--- src/rtl/hot_page_filter.sv ---
// hot_page_filter: threshold hot-address filter with repeat suppression and show-ahead output FIFO
module hot_page_filter #(
   parameter int ADDR_SIZE     = 22,
   parameter int CNT_SIZE      = 32,
   parameter int FIFO_DEPTH    = 16,
   parameter int DEDUP_ENTRIES = 8
) (
   input  logic                          clk,
   input  logic                          rst_n,
   input  logic                          query_rst_n,
   input  logic                          in_valid,
   input  logic [ADDR_SIZE-1:0]          in_addr,
   input  logic [CNT_SIZE-1:0]           in_cnt,
   input  logic [CNT_SIZE-1:0]           threshold,
   output logic                          out_valid,
   input  logic                          out_ready,
   output logic [ADDR_SIZE-1:0]          out_addr,
   output logic [CNT_SIZE-1:0]           out_cnt,
   output logic [$clog2(FIFO_DEPTH):0]   fifo_level,
   output logic [31:0]                   hot_total,
   output logic [31:0]                   drop_total
);
   localparam int PW = $clog2(FIFO_DEPTH);
   localparam int LW = PW + 1;
   localparam int DW = DEDUP_ENTRIES > 1 ? $clog2(DEDUP_ENTRIES) : 1;
   logic                          s1_hit;
   logic [ADDR_SIZE-1:0]          s1_addr;
   logic [CNT_SIZE-1:0]           s1_cnt;
   logic [ADDR_SIZE+CNT_SIZE-1:0] mem [FIFO_DEPTH];
   logic [ADDR_SIZE-1:0]          ded_a [DEDUP_ENTRIES];
   logic [DEDUP_ENTRIES-1:0]      ded_v;
   logic [PW-1:0]                 wr_ptr, rd_ptr;
   logic [DW-1:0]                 rr_ptr;
   logic [LW-1:0]                 level;
   logic                          dup, push_req, full, pop, push, drop;
   always_comb begin
      dup = 1'b0;
      for (int i = 0; i < DEDUP_ENTRIES; i++)
         dup = dup | (ded_v[i] && ded_a[i] == s1_addr);
      dup = dup && s1_hit;
   end
   assign push_req   = s1_hit && !dup;
   assign full       = level == LW'(FIFO_DEPTH);
   assign out_valid  = query_rst_n && level != '0;
   assign pop        = out_valid && out_ready;
   assign push       = push_req && (!full || pop);
   assign drop       = push_req && full && !pop;
   assign fifo_level = level;
   // Head is zeroed when empty so nothing stale or uninitialised leaks out.
   assign {out_addr, out_cnt} = out_valid ? mem[rd_ptr] : '0;
   always_ff @(posedge clk) begin
      if (push) begin
         mem[wr_ptr]   <= {s1_addr, s1_cnt};
         ded_a[rr_ptr] <= s1_addr;
      end
   end
   always_ff @(posedge clk or negedge rst_n) begin
      if (!rst_n) begin
         s1_hit     <= 1'b0;
         s1_addr    <= '0;
         s1_cnt     <= '0;
         ded_v      <= '0;
         wr_ptr     <= '0;
         rd_ptr     <= '0;
         rr_ptr     <= '0;
         level      <= '0;
         hot_total  <= '0;
         drop_total <= '0;
      end else if (!query_rst_n) begin
         s1_hit     <= 1'b0;
         s1_addr    <= '0;
         s1_cnt     <= '0;
         ded_v      <= '0;
         wr_ptr     <= '0;
         rd_ptr     <= '0;
         rr_ptr     <= '0;
         level      <= '0;
         hot_total  <= '0;
         drop_total <= '0;
      end else begin
         s1_hit  <= in_valid && threshold != '0 && in_cnt >= threshold;
         s1_addr <= in_addr;
         s1_cnt  <= in_cnt;
         if (push) begin
            wr_ptr        <= wr_ptr + PW'(1);
            ded_v[rr_ptr] <= 1'b1;
            rr_ptr        <= rr_ptr == DW'(DEDUP_ENTRIES - 1) ? '0 : rr_ptr + DW'(1);
            if (hot_total != '1) hot_total <= hot_total + 32'd1;
         end
         if (drop && drop_total != '1) drop_total <= drop_total + 32'd1;
         if (pop) rd_ptr <= rd_ptr + PW'(1);
         if (push && !pop) level <= level + LW'(1);
         else if (pop && !push) level <= level - LW'(1);
      end
   end
endmodule
--- config.mk ---
export PLATFORM = sky130hd
export DESIGN_NAME = hot_page_filter
export DESIGN_NICKNAME = d
export VERILOG_FILES = /design/src/rtl/hot_page_filter.sv
export SDC_FILE = /design/constraint.sdc
export NUM_CORES = 1
export LEC_CHECK = 0
export BUFFER_PORTS_ARGS = -buffer_cell sky130_fd_sc_hd__buf_2
export CAP_MARGIN = 10
export CORE_UTILIZATION = 30
export DETAILED_ROUTE_END_ITERATION = 6
export PLACE_DENSITY = 0.53
export RECOVER_POWER = 25
export SKIP_LAST_GASP = 1
export SLEW_MARGIN = 10
export SYNTH_ARGS = -nofsm -noshare
export SYNTH_HDL_FRONTEND = slang
export SYNTH_SLANG_ARGS = --single-unit
--- constraint.sdc ---
create_clock -name clk -period 8.83 [get_ports clk]
set_input_delay 0 -clock clk [delete_from_list [all_inputs] [get_ports clk]]
set_output_delay 0 -clock clk [all_outputs]
set_load 0.03 [all_outputs]
==> run_results.csv <==
group,metric,value,unit
clock_tree,cts_buffer_depth,3,
setup_path,slowest_delay,1.47,ns
floorplan,coreArea,0.157,mm2
setup_path,rr_endpoint,"fifo_level[4]$_DFFE_PN0P_",
clock_tree,htree_levels,3,
placed_design,dp_hpwl,68000,um
yosys,synthFlopType,"edfxtp_1",
setup_path,cp.arrival,5.80,ns
min_path,min_path_type,"in -> reg",
global_routing,track_usage,0.147,
floorplan,io_pins,215,
layout,drive_gt1_frac,0.254,
floorplan,start_util,0.303,
yosys,ys_seq_area_frac,0.731,
setup_path,path_max_fanout,33,
setup_path,end_kind,"flop",
clock_tree,cts_setup_buffers,0,
floorplan,dieArea,0.160,mm2
yosys,synth_compound_area_frac,0.0185,
global_routing,grt_remaining_overflow,0,
setup_path,crit_start,"s1_addr[15]$_DFF_PN0_",
clock_tree,clk-insertion-delay-late,0.74,ns
clock_tree,tritoncts,"done",
setup_path,critPathRequiredTime,9.38,ns
sta,hold_viol,0,
setup_path,endpoint,"fifo_level[4]$_DFFE_PN0P_",
yosys,synth_seq_cells,1183,
route,drt_first_iter_violations,1993,
route,drt-vias-per-instance,4.83,
pwr,p_total,13.4,mW
yosys,yosys.area_share.simple,0.0550,
layout,final_cell_mix,"1040 x edfxtp_1, 270 x mux4_2, 212 x buf_2",
global_routing,grt_pass1_wl,175000,um
clock_tree,cts-root-buf,"clkbuf_16",
sta,fin_crit,5.25,ns
route,drt_first_pass_iters,7,
layout,final_area,0.0562,mm2
min_path,holdPathStages,3,
global_routing,grt_pass1_vias,25400,
yosys,syn_nets,2615,
yosys,syn_avg_cell_area,19.2,um2
layout,fin_nets,2992,
floorplan,chipWidth,400,um
setup_path,path_cells,"clkbuf_1 > xnor2_1 > nand4_1 > nor4_1 > a22oi_1 > nand4_2 > nor2_4 > buf_4 > nand2_1 > fa_1 > a21o_1 > a21o_1 > o211ai_1 > a31oi_1 > a31oi_1 > o31ai_1",
sta,finalSetupTns,0,ns
layout,syn_to_final_growth,17.9,%
clock_tree,cts_resized,0,
route,drc,2,
run_status,violations,"design-rule violations, max-capacitance violations, max-slew violations",
sta,slew_headroom,-1.13,
run_status,status,"finished with violations",
global_routing,grt_max_degree,141,
floorplan,rows,145,
placed_design,placed_area,0.0514,mm2
yosys,yosys-mux-area-fraction,0.131,
layout,layout_commonest_cell,"edfxtp_1",
sta,rsz0062_at_grt,"false",
setup_path,ff2ff_path_depth,16,
setup_path,cp-start-kind,"flop",
layout,multi_input_area,0.0122,mm2
pwr,power_density,239,mW/mm2
route,dr_total_vias,24300,
route,ant_nets,0,
yosys,synth_top_family_by_area,"multiplexers",
clock_tree,clkSinkCount,1183,
pwr,peakVddDrop,0.162,mV
yosys,synth_cell_types,59,
sta,setup_ws,3.58,ns
clock_tree,cts_buffers,119,
sta,fin_crit_sh,0.595,
yosys,syn-cell-area,0.0476,mm2
layout,ff_latch_area,0.0348,mm2
placed_design,port_buffers,214,
setup_path,rrSetupSlack,3.58,ns
global_routing,antenna_found_initial,18,
yosys,synth_edf_count,1040,
route,wire_per_inst,23.5,um
clock_tree,cts_hold_buffers,105,
placed_design,gp_congestion,0.738,
sta,drv_slew,418,
yosys,synth-xor-area-share,0.0364,
yosys,synth_fa_ha_area_frac,0.0122,
route,drt_wl_total,118000,um
clock_tree,clkTransAtPathRegs,0.06,ns
sta,tightestPinTransition,3.20,ns
sta,timing.fmax,190,MHz
yosys,synth-async-reset-ratio,0.121,
run,maxCapViolCount,12,
yosys,synthCells,2478,
yosys,ys_warn_count,0,
sta,setup_viol,0,
pwr,p_leak,18.5,nW
setup_path,critPathKind,"reg -> reg",
sta,fin_skew,0.0515,ns
setup_path,r2r_start,"s1_addr[15]$_DFF_PN0_",
setup_path,crit_path_top_delay_cell,"clkbuf_1",
floorplan,dieHeight,400,um
placed_design,dp_slack,4.49,ns
layout,nFillCells,14600,
==> critical path: cells and delay by family, from the launching register on <==
family / cells / cell delay, ns
flops: 1 / 0.31
compound gates: 7 / 1.21
xor+xnor: 1 / 0.17
fa+ha+maj: 1 / 0.46
simple gates: 5 / 1.06
buf+inv: 2 / 1.83
==> worst min-delay path by stage <==
stage          startpoint                   endpoint  slack [ns]
3_3_place_gp        rst_n  drop_total[6]$_DFFE_PN0P_        0.02
6_report       in_addr[7]       s1_addr[7]$_DFF_PN0_        0.06
3_5_place_dp        rst_n  drop_total[6]$_DFFE_PN0P_        0.02
2_1_floorplan       rst_n       ded_v[0]$_DFFE_PN0P_       -0.30
4_1_cts        in_addr[7]       s1_addr[7]$_DFF_PN0_        0.01
5_1_grt        in_addr[7]       s1_addr[7]$_DFF_PN0_        0.03
==> flip-flops by register name, indices dropped and copies added (netlist names), 4 cells and up <==
register    cells
drop_total     32
rd_ptr          4
ded_a         176
mem           864
ded_v           8
s1_cnt         32
hot_total      32
wr_ptr          4
s1_addr        22
fifo_level      5
==> logic make-up (layout without fill, tap and decap cells) <==
family | count (synthesis) | in the layout
DFF | 1183 | 1183
buffers and inverters | 172 | 653
adders and majority gates | 46 | 46
xor gates and xnor gates | 198 | 198
other | 0 | 9
and+or+nand+nor | 459 | 459
AOI/OAI and AO/OA | 135 | 135
muxes | 285 | 285
==> area by class of cell <==
class / instances / share of cell area
Antenna cell: 9 / 0.000401
Sequential cell: 1183 / 0.620
Multi-Input combinational cell: 1123 / 0.217
Clock inverter: 72 / 0.0109
Inverter: 44 / 0.00294
Tap cell: 2058 / 0.0458
Timing Repair Buffer: 384 / 0.0461
Clock buffer: 153 / 0.0565
==> per-stage QoR <==
stage / utilization / hold WS, ns / cells
6_report: 0.358 / 0.0586 / 5026
5_1_grt: 0.358 / 0.0253 / 5022
4_1_cts: 0.358 / 0.00982 / 5017
3_5_place_dp: 0.327 / 0.0204 / 4687
3_3_place_gp: 0.327 / 0.0205 / 4687
2_1_floorplan: - / -0.296 / 2478
==> cells in the mapped netlist, types with 3 or more instances <==
master    number  area share
a21o_1        11      0.0017
a21oi_1       38      0.0040
a31o_2         3     0.00055
a31oi_1        3     0.00039
and2_1       114       0.015
and3_1         9      0.0012
and4_1         6      0.0011
buf_1         26      0.0020
buf_2         11      0.0012
buf_4         25      0.0039
clkbuf_1      64      0.0050
dfrtp_1      143       0.075
edfxtp_1    1040        0.66
ha_1          45       0.012
inv_1         44      0.0035
mux2i_1       15      0.0032
mux4_2       270        0.13
nand2_1       58      0.0046
nand2b_1      20      0.0026
nand3_1       39      0.0041
nand4_1       67      0.0088
nor2_1        59      0.0047
nor2b_1        3     0.00039
nor3_1         9     0.00095
nor4_1        27      0.0035
o211ai_1       4     0.00063
o21a_1         8      0.0013
o21ai_0       19      0.0020
o21ai_1        8     0.00084
o311ai_0       6      0.0011
o31ai_1       16      0.0025
o41ai_1        7      0.0013
or3_1         16      0.0021
or4_1         14      0.0022
xnor2_1      173       0.032
xor2_1        25      0.0046
==> layer usage <==
| layer | vias to the layer above | GRT usage | wire length, um |
|---|---|---|---|
| met5 | - | 0 | 68 |
| met4 | 10 | 0.0306 | 1910 |
| met3 | 140 | 0.0359 | 6890 |
| met2 | 547 | 0.235 | 56100 |
| met1 | 12900 | 0.203 | 53200 |
| li1 | 10700 | - | - |
==> where the power goes <==
group          total, mW  internal [mW]  switching [mW]  leakage (nW)
registers           6.21           6.14          0.0757          11.4
clock network       4.90           2.74            2.16          1.86
logic               2.28           1.02            1.27          5.24
total               13.4           9.90            3.50          18.5
(Power assumes the default switching activity.)
